File: config.mk
export PLATFORM = sky130hd
export DESIGN_NAME = double_dabbler
export DESIGN_NICKNAME = d
export VERILOG_FILES = /design/src/rtl/double_dabbler.sv
export SDC_FILE = /design/constraint.sdc
export NUM_CORES = 1
export LEC_CHECK = 0
export BUFFER_PORTS_ARGS = -buffer_cell sky130_fd_sc_hd__buf_4
export CORE_MARGIN = 8
export CORE_UTILIZATION = 33
export DETAILED_ROUTE_END_ITERATION = 16
export GPL_TIMING_DRIVEN = 0
export PLACE_DENSITY_LB_ADDON = 0.1
export SYNTH_ARGS = -nofsm -noshare
export SYNTH_HDL_FRONTEND = slang
export SYNTH_SLANG_ARGS = --single-unit
File: constraint.sdc
create_clock -name clk -period 1.45 [get_ports clk]
set_input_delay 0.2175 -clock clk [delete_from_list [all_inputs] [get_ports clk]]
set_output_delay 0.2175 -clock clk [all_outputs]
set_load 0.05 [all_outputs]
File: src/rtl/double_dabbler.sv
// Sequential binary-to-BCD converter (double dabble): one shift-add-3 iteration per
// input bit, start/done handshake, result register holds the last completed value.
module double_dabbler #(
  parameter int unsigned BIN_W  = 8,
  parameter int unsigned DIGITS = 3
) (
  input  logic                  clk,
  input  logic                  rst_n,
  input  logic                  start,
  input  logic [BIN_W-1:0]      bin,
  output logic [4*DIGITS-1:0]   bcd,
  output logic                  busy,
  output logic                  done
);

  localparam int unsigned SW = 4 * DIGITS;
  localparam int unsigned CW = $clog2(BIN_W + 1);

  typedef enum logic {
    S_IDLE,
    S_CONV
  } state_t;

  state_t          state_q, state_d;
  logic [SW-1:0]   scratch_q, scratch_d;
  logic [BIN_W-1:0] operand_q, operand_d;
  logic [CW-1:0]   cnt_q, cnt_d;
  logic [SW-1:0]   bcd_q, bcd_d;
  logic            done_q, done_d;
  logic [SW-1:0]   adj;
  logic [SW-1:0]   shifted;

  // Add-3 correction on each digit that is >= 5, ahead of the shift.
  always_comb begin
    adj = scratch_q;
    for (int unsigned i = 0; i < DIGITS; i++) begin
      if (scratch_q[4*i +: 4] >= 4'd5) begin
        adj[4*i +: 4] = scratch_q[4*i +: 4] + 4'd3;
      end
    end
    shifted = {adj[SW-2:0], operand_q[BIN_W-1]};
  end

  always_comb begin
    state_d   = state_q;
    scratch_d = scratch_q;
    operand_d = operand_q;
    cnt_d     = cnt_q;
    bcd_d     = bcd_q;
    done_d    = 1'b0;
    unique case (state_q)
      S_IDLE: begin
        if (start) begin
          operand_d = bin;
          scratch_d = '0;
          cnt_d     = '0;
          state_d   = S_CONV;
        end
      end
      S_CONV: begin
        scratch_d = shifted;
        operand_d = {operand_q[BIN_W-2:0], 1'b0};
        cnt_d     = cnt_q + 1'b1;
        if (cnt_q == CW'(BIN_W - 1)) begin
          bcd_d   = shifted;
          done_d  = 1'b1;
          state_d = S_IDLE;
        end
      end
      default: state_d = S_IDLE;
    endcase
  end

  always_ff @(posedge clk) begin
    if (!rst_n) begin
      state_q   <= S_IDLE;
      scratch_q <= '0;
      operand_q <= '0;
      cnt_q     <= '0;
      bcd_q     <= '0;
      done_q    <= 1'b0;
    end else begin
      state_q   <= state_d;
      scratch_q <= scratch_d;
      operand_q <= operand_d;
      cnt_q     <= cnt_d;
      bcd_q     <= bcd_d;
      done_q    <= done_d;
    end
  end

  assign bcd  = bcd_q;
  assign busy = (state_q == S_CONV);
  assign done = done_q;

endmodule

# Yosys cells after proc, flatten, opt, wreduce, memory -nomap -nowiden
# Index checks and enable logic that the tools add are counted.
[op_classes] addsub=4 magnitude_cmp=3 eq_ne=2 mux=13 bitwise_logic=1 n_reduce_logical=2
[op_table] cell="$pmux W12 S2" n=1
[op_table] cell="$pmux W8 S2" n=1
[op_table] cell="$ge A4 B3 Y1 const B" n=3
[op_table] cell="$mux W12" n=1
[op_table] cell="$mux W4" n=3
[op_table] cell="$add A4 B2 Y4 const B" n=2
[op_table] cell="$mux W8" n=1
[op_table] cell="$pmux W4 S2" n=1
[op_table] cell="$add A4 B1 Y4 const B" n=1
[op_table] cell="$eq A4 B3 Y1 const B" n=1
[op_table] cell="$reduce_and A2 Y1" n=2
[op_table] cell="$add A3 B2 Y3 const B" n=1
[op_table] cell="$mux W1" n=3
[op_table] cell="$mux W3" n=1
[op_table] cell="$ne A2 B2 Y1 const B" n=1
[op_table] cell="$pmux W1 S2" n=1
[op_table] cell="$not A1 Y1" n=1
[totals] register_bits=38 inputBits=11 elab_cells=31

# Logic depth before layout (Yosys ltp)
# Gate-level depths: netlist (run 1).
[depth] depth_word=3 ltp_mapped=6 mapped_depth_nobuf=6

# Worst setup path after synthesis (run 1)
# OpenSTA, ideal clock, no wires.
[synth_path] path_type="flip-flop to flip-flop" from="register state_q, in the netlist busy" to="register bcd_q[2], in the netlist bcd[2]" setup_time_ps=115 arrival_time_ps=1366 setup_slack_ps=-32 path_stages_with_launch=7 n_path_buf=2 synth_period_minus_slack_ps=1482 path_cell_list="dfxtp_1 -> buf_6 -> and4b_4 -> nor2b_4 -> buf_4 -> nand2_1 -> o21ai_2"
[synth_via] elab_chain_cells=1
[synth_lines] element="from (decl)" line="24" rtl="state_t state_q, state_d;"
[synth_lines] element="from (signal assigned)" line="83" rtl="state_q <= state_d;"
[synth_lines] element="$reduce_and A2 Y1 (no line)"
[synth_lines] element="to (signal assigned)" line="80" rtl="bcd_q <= '0;"
[synth_lines] element="to (signal assigned)" line="87" rtl="bcd_q <= bcd_d;"
[synth_lines] element="to (decl)" line="28" rtl="logic [SW-1:0] bcd_q, bcd_d;"
# Every way passes these cells.
# A chain may end at the register's enable or synchronous reset.

# Worst setup path after layout (run 1)
[layout_path] from="register scratch_q[9]" to="register scratch_q[10]"
[layout_via] elab_chain_cells=3 word_cells_on_any_way=4
[layout_lines] element="from (decl)" line="25" rtl="logic [SW-1:0] scratch_q, scratch_d;"
[layout_lines] element="from (signal assigned)" line="84" rtl="scratch_q <= scratch_d;"
[layout_lines] element="$ge A4 B3 Y1 or $add A3 B2 Y3 (tied branches)" line="37, 38"
[layout_lines] element="$mux W3 (*)" line="37" rtl="if (scratch_q[4*i +: 4] >= 4'd5) begin"
[layout_lines] element="$pmux W12 S2 (*)" line="51" rtl="unique case (state_q)"
# Mark *: on every way between the ends. The rest lies on a longest branch, timed or not.

==> run metrics, run 1 <==
antenna violations before repair 0; DIE WIDTH 88.75 um; IO Port Bufs 24; Residual DRC 0; Pwr Total 1.989 mW; Leakage 0.8692 nW; fin crit share 96.03%; worst-margin pin slew 0.4821 ns; Critical Setup Path Class reg2reg; Cell Area, Synth approximately 1700 sq um; Worst Path Required 1.64 ns; final wirelength 3985 um; vias in the first global route between 1,000 and 1,500; n_diodes 0; Mapped Nets about 210; Fmax 718.2 MHz; Worst Setup Start Kind register; Syn-to-layout area delta 29.01%; Max IR drop VDD 396.9 uV; Post-synth EDFFs 0; Synth async-reset ratio 0%; Core Area 5107 sq um; Clock Latency Late Sink about 0.28 ns; clock-pin slew on the worst setup and hold paths approximately 0.07 ns; Syn Inst Count 188; Final ANT Viol Nets 0; flop-to-flop setup slack 0.06 ns; ratio of cells with drive above 1 in the final layout 33.18%; Std-Cell Rows 26; Initial Utilization 34.20%; 1st-pass router iterations 4; area leader, netlist dfxtp_1; final hold viol count 0; CP max FO 4; post-synth top area share 43.55%; # Max-Cap Violations 0; CTS H-Tree Depth 2; Pwr Density 882.8 nW/um^2; IO Pins 25; Layout Nets 240; worst hold start rst_n; PnR worst setup slack 0.05754 ns; CTS tree yes; CTS max path bufs 2; post-synthesis sequential area ratio 43.55%; Synth Register Bits 38; vias per cell 4.819; Final Wtd Congestion 0.7284; Hold-fix buffers, CTS 0; fin util 44.12%; root buffer cell clkbuf_8; fin crit period 1.392 ns; total vias in the final route 1,412; Hold Crit Class in2reg; r2r endpoint scratch_q[10]; max-slew violations 0; GR Util All Layers between 10 and 15%; critical path capture point type register; R2R cell count 6; dpl ws -0.1471 ns; GRT overflow 0; CP Data Arrival Time approximately 1.6 ns; most used flip-flop cell after synthesis dfxtp_1; largest net degree at the start of global routing 12; status finished, final reports clean; Post-synth top cells dfxtp_1, nand2_1, o21ai_0; Synth area leaders dfxtp_1, mux2i_1, ha_1, nor3b_1, nand2_1; mean area per synthesized cell 9.291 sq um; Die Y 88.75 um; Worst slew margin 67.86%; Die ar. 7877 sq um; reg-to-reg startpoint scratch_q[9]; TNS Setup 0 ns; final setup vio count 0; Clock Sinks 38; total CTS buffers 5; hold path depth 3; Endpoint, Worst Hold done; post-synth cell types 31; DP HPWL 2940 um; iteration-0 DRC count of the detailed router 56; drt wl/cell ~14 um; yosys warns 0; first-pass GRT wire length 6727 um; most frequent cell after synthesis dfxtp_1; Fin Clk Skew 0.001883 ns
-- per-stage QoR --
stage | hold WS, ns | cells | instance area, sq um
floorplan | 0.3496 | 188 | 1748
global placement | 0.4381 | 282 | 2016
finish | 0.1747 | 293 | 2253
detailed placement | 0.4437 | 282 | 2016
CTS | 0.1712 | 293 | 2180
global route | 0.1829 | 293 | 2253
-- timing repair --
item	4_1_cts	5_1_grt
pin swaps	4	3
gates cloned	0	0
buffers inserted	3	0
gates resized for setup	13	15
endpoints found under the setup margin	6	11
-- layer usage --
layer,global-route usage (%),vias up,wire [um]
met5,0,-,0
met4,3.226,0,24
met3,3.528,2,165
met2,19.27,25,2080
met1,12.38,667,1715
li1,-,718,-
-- report_power, final --
group          switching [mW]  total, mW  internal [mW]
logic                  0.0914      0.169         0.0780
clock network           0.359      0.743          0.384
registers              0.0142       1.08           1.06
total                   0.465       1.99           1.52
-- flip-flops by register name, summed over array words and instances, names as in the netlist --
| signal | count |
|---|---|
| bcd | 12 |
| scratch_q | 12 |
| operand_q | 8 |
| cnt_q | 4 |
| busy | 1 |
| done | 1 |
-- cells by family (layout without fill, tap and decap cells) --
logic type	Yosys count	in the layout	synth area share (%)
simple gates	55	55	17.98
compound gates	51	51	18.20
flops	38	38	43.55
buf+inv	22	57	6.662
mux	12	12	7.092
fa+ha+maj	7	7	5.014
xor+xnor	3	3	1.505
-- critical path, stage by stage, from the launching register on --
cell and delay [ns]:
dfxtp_2 0.33, inv_2 0.06, ha_1 0.17, nand2b_1 0.15
a21oi_2 0.18, mux2_4 0.33, o32ai_1 0.10
-- cells in the final DEF (no fill, tap or decap), types with 2 or more instances in the layout --
cell       n
a21boi_0   3
a21oi_4    2
dfxtp_1   34
mux2i_1    9
o21ai_2    2
a21oi_1   10
inv_2      6
nand3_1    4
nand2b_4   2
xnor2_2    3
ha_4       3
nor2b_1    4
dfxtp_2    4
nand2_1   20
clkbuf_1   3
o32ai_2    2
inv_1      5
buf_6      2
and2_1     7
nand2b_1   2
o21ai_1    8
buf_2      3
mux2_4     3
nor3b_1   11
clkbuf_8   6
o21ai_0   14
buf_4     31
o32ai_1    6
ha_1       4
-- final cells by class --
| type | count | area [sq um] |
|---|---|---|
| Inverter | 11 | 41.29 |
| Timing Repair Buffer | 27 | 202.7 |
| Sequential cell | 38 | 765.7 |
| Clock buffer | 7 | 86.33 |
| Fill cell | 517 | 2854 |
| Buffer | 11 | 75.07 |
| Multi-Input combinational cell | 128 | 989.7 |
| Clock inverter | 1 | 5.005 |
| Tap cell | 70 | 87.58 |
-- worst max path at each step --
| stage | startpoint | end | slack (ns) | depth (start not counted) |
|---|---|---|---|---|
| after floorplan | scratch_q[8] | scratch_q[10] | 0.04 | 6 |
| after global placement | scratch_q[4] | scratch_q[6] | -0.08 | 6 |
| after detailed placement | scratch_q[0] | scratch_q[2] | -0.15 | 6 |
| after CTS | scratch_q[9] | scratch_q[10] | 0.0007 | 6 |
| after global routing | scratch_q[1] | scratch_q[1] | -0.002 | 7 |
| final | scratch_q[9] | scratch_q[10] | 0.06 | 6 |
No activity file was read; power rests on OpenSTA's default activity.
==> inputs of run 2 (changes only) <==
CORE_UTILIZATION = 45   (was 33)
==> run metrics, run 2 (synthesized netlist as in run 1, its figures left out) <==
status finished, final reports clean; Residual DRC 0; iteration-0 DRC count of the detailed router 43; met1 global-route usage 13.68%; R2R cell count 6; fillers 340; Final Wtd Congestion 0.7598; Critical Setup Path Class reg2reg; max-slew violations 0; fin crit share 95.80%; Worst Path Required roughly 1.7 ns; DIE WIDTH 78.30 um; Std-Cell Rows 22; antenna violations before repair 0; worst stage delay on the critical path roughly 0.34 ns; 1st-pass router iterations 4; fin util 60.01%; fin crit period 1.389 ns; largest net degree at the start of global routing 12; Pwr Density 864.5 nW/um^2; drt wl/cell 13.52 um; critical path capture point type register; CP Data Arrival Time 1.59 ns; Worst Setup SP scratch_q[4]; CTS max path bufs 2; Core Area 3689 sq um; total vias in the final route 1,428; Die ar. 6131 sq um; final setup vio count 0; worst-margin pin slew approximately 0.44 ns; final wirelength 3651 um; CTS tree yes; vias in the first global route 1,430; Fmax between 700 and 800 MHz; Hold-fix buffers, CTS 0; root buffer cell clkbuf_8; Die Y 78.30 um; Leakage 0.8613 nW; CTS H-Tree Depth 2; IO Port Bufs 24; Final ANT Viol Nets 0; vias per cell between 5 and 6; commonest non-fill, non-tap cell in the layout dfxtp_1; GRT overflow 0; Worst Setup Start Kind register; first-pass GRT wire length roughly 6400 um; commonest cells after routing, fill and taps aside dfxtp_1, buf_4, nand2_1; crit path max-delay cell type dfxtp_1; Syn-to-layout area delta 26.72%; n_diodes 0; chain of cells forming the critical path inv_2 -> ha_4 -> nand2b_4 -> a21oi_4 -> mux2_4 -> o32ai_1; Worst Setup EP scratch_q[6]; TNS Setup 0 ns; Clock Sinks 38; # Max-Cap Violations 0; GR met2 Demand/Resource 22.54%; gr busiest metal met2; flop-to-flop setup slack 0.06 ns; Worst slew margin 70.89%; met3 Track Usage GR about 4.2%; total CTS buffers 5; final hold viol count 0; multi-input logic area between 900 and 1000 sq um; Sequential Area 765.7 sq um; reg-to-reg startpoint scratch_q[4]; GR Util All Layers 12.51%; ratio of cells with drive above 1 in the final layout between 30 and 40%; DP HPWL approximately 2600 um; Hold Crit Class in2reg; clock-pin slew on the worst setup and hold paths 0.08 ns; r2r endpoint scratch_q[6]; Layout Nets 240; Initial Utilization 47.35%; Max IR drop VDD 497.0 uV; Clock Latency Late Sink 0.28 ns; CP max FO 5; IO Pins 25; Fin Clk Skew 0.006638 ns
[run 2: worst min-delay path by stage]
stage,from,end,slack (ns),cells after the start
2_1_floorplan,rst_n,done,0.35,2
3_5_place_dp,bcd[5],bcd[5],0.44,2
6_report,rst_n,done,0.18,3
5_1_grt,rst_n,done,0.18,3
4_1_cts,rst_n,done,0.17,3
3_3_place_gp,bcd[10],bcd[10],0.44,2
[run 2: layer usage]
layer,up-vias,wire [um]
li1,721,-
met1,679,1533
met2,24,1921
met3,4,154
met4,0,41
met5,-,0
[run 2: layout make-up]
cell class                 count  share of cell area (%)
inverter                      11                   1.865
sequential                    38                   34.60
clock inverter                 2                  0.4522
tap                           48                   2.713
multi-input combinational    128                   44.71
clock buffer                   5                   3.109
timing repair buffer          27                   9.158
buffer                        11                   3.392
[run 2: what timing repair did]
item                       4_1_cts  5_1_grt
gates resized for setup         13       15
pin swaps                        3        3
setup endpoints to repair        6       10
setup buffers                    3        0
[run 2: stage by stage]
step / power [mW] / hold WS [ns] / std cells / worst slack (ns) / area, sq um
after floorplan: 1.205 / 0.3496 / 188 / 0.04083 / 1748
after global placement: 1.257 / 0.4362 / 260 / -0.05549 / 1988
after detailed placement: 1.262 / 0.4415 / 260 / -0.1281 / 1988
after CTS: 1.926 / 0.1732 / 270 / 0.009985 / 2140
after global routing: 1.999 / 0.1787 / 270 / -0.005554 / 2213
final: 1.914 / 0.1806 / 270 / 0.06092 / 2213
[run 2: worst max-delay path: cells and delay by family (launching register included)]
kind            cells  cell delay [ns]
compound gates      2             0.26
simple gates        1             0.07
buf+inv             1             0.12
flops               1             0.34
mux                 1             0.33
fa+ha+maj           1             0.19
[run 2: power by group]
| part | internal (mW) | switching [mW] | total [mW] |
|---|---|---|---|
| clock | 0.322 | 0.350 | 0.673 |
| sequential | 1.06 | 0.0125 | 1.08 |
| combinational | 0.0775 | 0.0882 | 0.166 |
